[config.mk]
export PLATFORM = sky130hd
export DESIGN_NAME = i2c_fifo
export DESIGN_NICKNAME = d
export VERILOG_FILES = /design/src/rtl/i2c_fifo.sv
export SDC_FILE = /design/constraint.sdc
export NUM_CORES = 1
export LEC_CHECK = 0
export BUFFER_PORTS_ARGS = -buffer_cell sky130_fd_sc_hd__buf_2
export CORE_ASPECT_RATIO = 0.75
export CORE_MARGIN = 2
export CORE_UTILIZATION = 45
export CTS_CLUSTER_DIAMETER = 50
export CTS_CLUSTER_SIZE = 40
export DETAILED_ROUTE_END_ITERATION = 12
export PLACE_DENSITY = 0.72
export SETUP_SLACK_MARGIN = 0.02
export SYNTH_ARGS = -nofsm -noshare
export SYNTH_HDL_FRONTEND = slang
export SYNTH_SLANG_ARGS = --single-unit
[constraint.sdc]
create_clock -name CLOCK_i -period 3.9 [get_ports CLOCK_i]
set_input_delay 0.39 -clock CLOCK_i [delete_from_list [all_inputs] [get_ports CLOCK_i]]
set_output_delay 0.39 -clock CLOCK_i [all_outputs]
set_load 0.005 [all_outputs]
[src/rtl/i2c_fifo.sv]
// Byte FIFO between the register block and the I2C core, with level status and
// sticky overflow/underflow flags. Pointers carry an extra wrap bit to tell full from empty.
module i2c_fifo #(
    parameter int DATA_WIDTH = 8,
    parameter int ADDR_WIDTH = 3
) (
    input  logic                  CLOCK_i,
    input  logic                  RESET_i,
    input  logic                  CLEAR_i,
    input  logic                  WRITE_EN_i,
    input  logic [DATA_WIDTH-1:0] DATA_i,
    input  logic                  READ_EN_i,
    output logic [DATA_WIDTH-1:0] DATA_o,
    output logic                  FULL_o,
    output logic                  EMPTY_o,
    output logic [ADDR_WIDTH:0]   COUNT_o,
    output logic                  OVERFLOW_o,
    output logic                  UNDERFLOW_o
);

    localparam int DEPTH = 1 << ADDR_WIDTH;
    localparam logic [ADDR_WIDTH:0] PTR_ONE = {{ADDR_WIDTH{1'b0}}, 1'b1};

    logic [DATA_WIDTH-1:0] mem_q [DEPTH];

    logic [ADDR_WIDTH:0]   wr_ptr_q, wr_ptr_d;
    logic [ADDR_WIDTH:0]   rd_ptr_q, rd_ptr_d;
    logic [DATA_WIDTH-1:0] data_q, data_d;
    logic                  ovf_q, ovf_d;
    logic                  unf_q, unf_d;

    logic full, empty, wr_acc, rd_acc;

    assign empty = (wr_ptr_q == rd_ptr_q);
    assign full  = (wr_ptr_q[ADDR_WIDTH-1:0] == rd_ptr_q[ADDR_WIDTH-1:0]) &&
                   (wr_ptr_q[ADDR_WIDTH] != rd_ptr_q[ADDR_WIDTH]);

    // A read draining a full FIFO frees the slot the concurrent write lands in.
    assign rd_acc = READ_EN_i & ~empty & ~CLEAR_i;
    assign wr_acc = WRITE_EN_i & (~full | rd_acc) & ~CLEAR_i;

    always_comb begin
        wr_ptr_d = wr_ptr_q;
        rd_ptr_d = rd_ptr_q;
        data_d   = data_q;
        ovf_d    = ovf_q;
        unf_d    = unf_q;
        if (CLEAR_i) begin
            wr_ptr_d = '0;
            rd_ptr_d = '0;
            data_d   = '0;
            ovf_d    = 1'b0;
            unf_d    = 1'b0;
        end else begin
            if (wr_acc) begin
                wr_ptr_d = wr_ptr_q + PTR_ONE;
            end
            if (rd_acc) begin
                rd_ptr_d = rd_ptr_q + PTR_ONE;
                data_d   = mem_q[rd_ptr_q[ADDR_WIDTH-1:0]];
            end
            if (WRITE_EN_i && !wr_acc) begin
                ovf_d = 1'b1;
            end
            if (READ_EN_i && !rd_acc) begin
                unf_d = 1'b1;
            end
        end
    end

    // Storage has no reset; stale entries are unreachable once the pointers are cleared.
    always_ff @(posedge CLOCK_i) begin
        if (wr_acc) begin
            mem_q[wr_ptr_q[ADDR_WIDTH-1:0]] <= DATA_i;
        end
    end

    always_ff @(posedge CLOCK_i or posedge RESET_i) begin
        if (RESET_i) begin
            wr_ptr_q <= '0;
            rd_ptr_q <= '0;
            data_q   <= '0;
            ovf_q    <= 1'b0;
            unf_q    <= 1'b0;
        end else begin
            wr_ptr_q <= wr_ptr_d;
            rd_ptr_q <= rd_ptr_d;
            data_q   <= data_d;
            ovf_q    <= ovf_d;
            unf_q    <= unf_d;
        end
    end

    assign DATA_o      = data_q;
    assign FULL_o      = full;
    assign EMPTY_o     = empty;
    assign COUNT_o     = wr_ptr_q - rd_ptr_q;
    assign OVERFLOW_o  = ovf_q;
    assign UNDERFLOW_o = unf_q;

endmodule

==> flow_summary.ini <==
[run_status]
status = complete, no violations

[drt]
drt_wl_total_um = 6559
firstDrtPassIters = 4
drc = 0
drtIter0Drc = 103
vias = 1911
wl_per_cell_um = 18.90
ant_nets = 0
avgViaCountPerCell = 5.507

[synth]
synth_ff_type = edfxtp_1
syn-instance-count = 206
ys_seq_area_share_pct = 69.55
synth_edf_count = 64
synth_fp_nets = 225
ys_ff_latch = 82
async_flop_share_pct = 21.95
syn_area_sq_um = 3411
ys_types = 35
ys_warn_count = 0
syn_avg_cell_area_sq_um = 16.56

[job]
max-cap-violations = 0

[setup_path]
crit_path_top_delay_cell = nor3_1
crit_path_start_kind = flip-flop
cp_num_cells = 5
cp_max_fo = 10
cp_top_family = simple AND/OR/NAND/NOR gates
timing.rr.end = mem_q[5][6]
max_stage_delay_ns = 0.93
worstPathArrival_ns = 2.76
rr_worst_depth = 5
crit_chain = inv_2 > ha_1 > nand3_2 > o311ai_0 > nor3_1
crit_start = rd_ptr_q[2]
endpoint = mem_q[5][6]
cp.required_ns = 3.86
reg2reg_slack_ns = 1.10
endpoint_kind = flip-flop
rr_startpoint = rd_ptr_q[2]
crit_buf_inv = 1
criticalPathCategory = flip-flop to flip-flop

[cells_and_area]
finalNetCount = 260
area_growth_pct = 13.39
mostFrequentLayoutCells = edfxtp_1, buf_2, nor2_1
layout-drive-gt1-share_pct = 28.86
final_common_cell = edfxtp_1
diodes = 0
postLayoutCellArea_sq_um = 3867

[sta]
finalHoldViolCount = 0
setup_viol = 0
fin_ws_ns = 1.102
slew_viol_final = 0
finalCritPeriodShare_pct = 71.73
tightest_slew_ns = 1.110
relSlewSlack_pct = 25.44
clock_skew_ns = 0.01271
fin_crit_ns = 2.798
tns_ns = 0
rsz0062_at_grt = false
fmax_mhz = 357.4

[clocking]
cts_buffer_depth = 2
cts_tree = done
cts_root_buf = clkbuf_8
clk_pin_slew_ns = 0.09
htreeDepth = 3
clk-insertion-delay-late_ns = 0.35
cts_sinks = 82
cts_made_buffers = 9
hold_buffers = 0
cts.repair.resized = 0
cts_setup_buffers = 0

[global_routing]
grt_pass1_wl_um = 10450
grt_max_degree = 24
antenna_found_initial = 0
grt_pass1_vias = 1872
overflow = 0
grtUsageTotal_pct = 17.70

[pwr]
peakVddDrop_mv = 0.2888
leakagePower_uw = 0.001388
power_density_nw_per_um2 = 503.6
fin_total_pwr_uw = 1948

[floorplan]
ios = 29
die_area_sq_um = 8299
num_rows = 27
die-width_um = 104.5
core_area_sq_um = 7331
die_height_um = 79.40
initial_core_util_pct = 46.53

[place]
placed_cell_area_sq_um = 3675
place_ws_ns = 1.118
port-buffer-count = 28
gp_congestion = 0.8392
dp_hpwl_um = 4509

[hold_path]
min_path_type = input port to async pin
cells by family after synthesis:
family          Yosys count  share of synthesized area [%]
compound gates           21                          4.952
simple gates             53                          6.970
buf+inv                  18                          2.714
fa+ha+maj                 6                          2.421
xor+xnor                  9                          2.531
flops                    82                          69.55
mux                      17                          10.86
power by group:
group | switching [uW] | internal, uW | total [uW]
clock network | 297 | 297 | 593
logic | 195 | 158 | 353
registers | 21.6 | 979 | 1000
state kept, by name, indices dropped and copies added (netlist names):
signal and cells:
wr_ptr_q 4, rd_ptr_q 4, DATA_o 8, mem_q 64, OVERFLOW_o 1, UNDERFLOW_o 1
worst min-delay path by stage:
stage / to / slack, ns / depth (start not counted)
2_1_floorplan: DATA_o[0] / 0.33 / 1
3_3_place_gp: UNDERFLOW_o / 0.47 / 2
3_5_place_dp: OVERFLOW_o / 0.49 / 2
4_1_cts: UNDERFLOW_o / 0.16 / 2
5_1_grt: DATA_o[2] / 0.20 / 2
6_report: UNDERFLOW_o / 0.15 / 2
synthesized netlist by cell type (2+ instances only):
master / n / area (sq um)
mux4_2: 16 / 360.4
nor2_1: 20 / 75.07
nand2b_1: 2 / 12.51
xnor2_1: 6 / 52.55
buf_6: 2 / 22.52
nor4_1: 3 / 18.77
buf_2: 2 / 10.01
clkbuf_1: 3 / 11.26
ha_1: 5 / 62.56
xor2_1: 2 / 17.52
nand2_1: 17 / 63.81
buf_4: 2 / 15.01
or3_1: 2 / 12.51
nor3_1: 4 / 20.02
o211ai_1: 2 / 15.01
a311oi_1: 8 / 70.07
dfrtp_1: 18 / 450.4
edfxtp_1: 64 / 1922
a21oi_1: 5 / 25.02
inv_1: 8 / 30.03
per-layer routing:
layer,vias to the layer above,share of wire [%],track usage [%]
met3,10,5.7,4.735
met4,0,1.2,7.297
met5,-,0,0
met1,975,49,25.72
met2,64,44,25.42
li1,862,-,-
per-stage QoR:
stage          hold slack (ns)  std cells  utilization, %
2_1_floorplan           0.3286        206               -
3_3_place_gp            0.4742        331           50.13
3_5_place_dp            0.4924        331           50.13
4_1_cts                 0.1601        347           52.76
5_1_grt                 0.1977        347           52.76
6_report                0.1481        347           52.76
area by class of cell:
type,instances,area (sq um)
fillers,610,3463
flip-flops and latches,82,2372
multi-input cells,106,964.7
repair buffers,33,177.7
clock buffers,10,127.6
well taps,101,126.4
clock inverters,6,65.06
inverters,9,33.78
No activity file was read; power rests on OpenSTA's default activity.
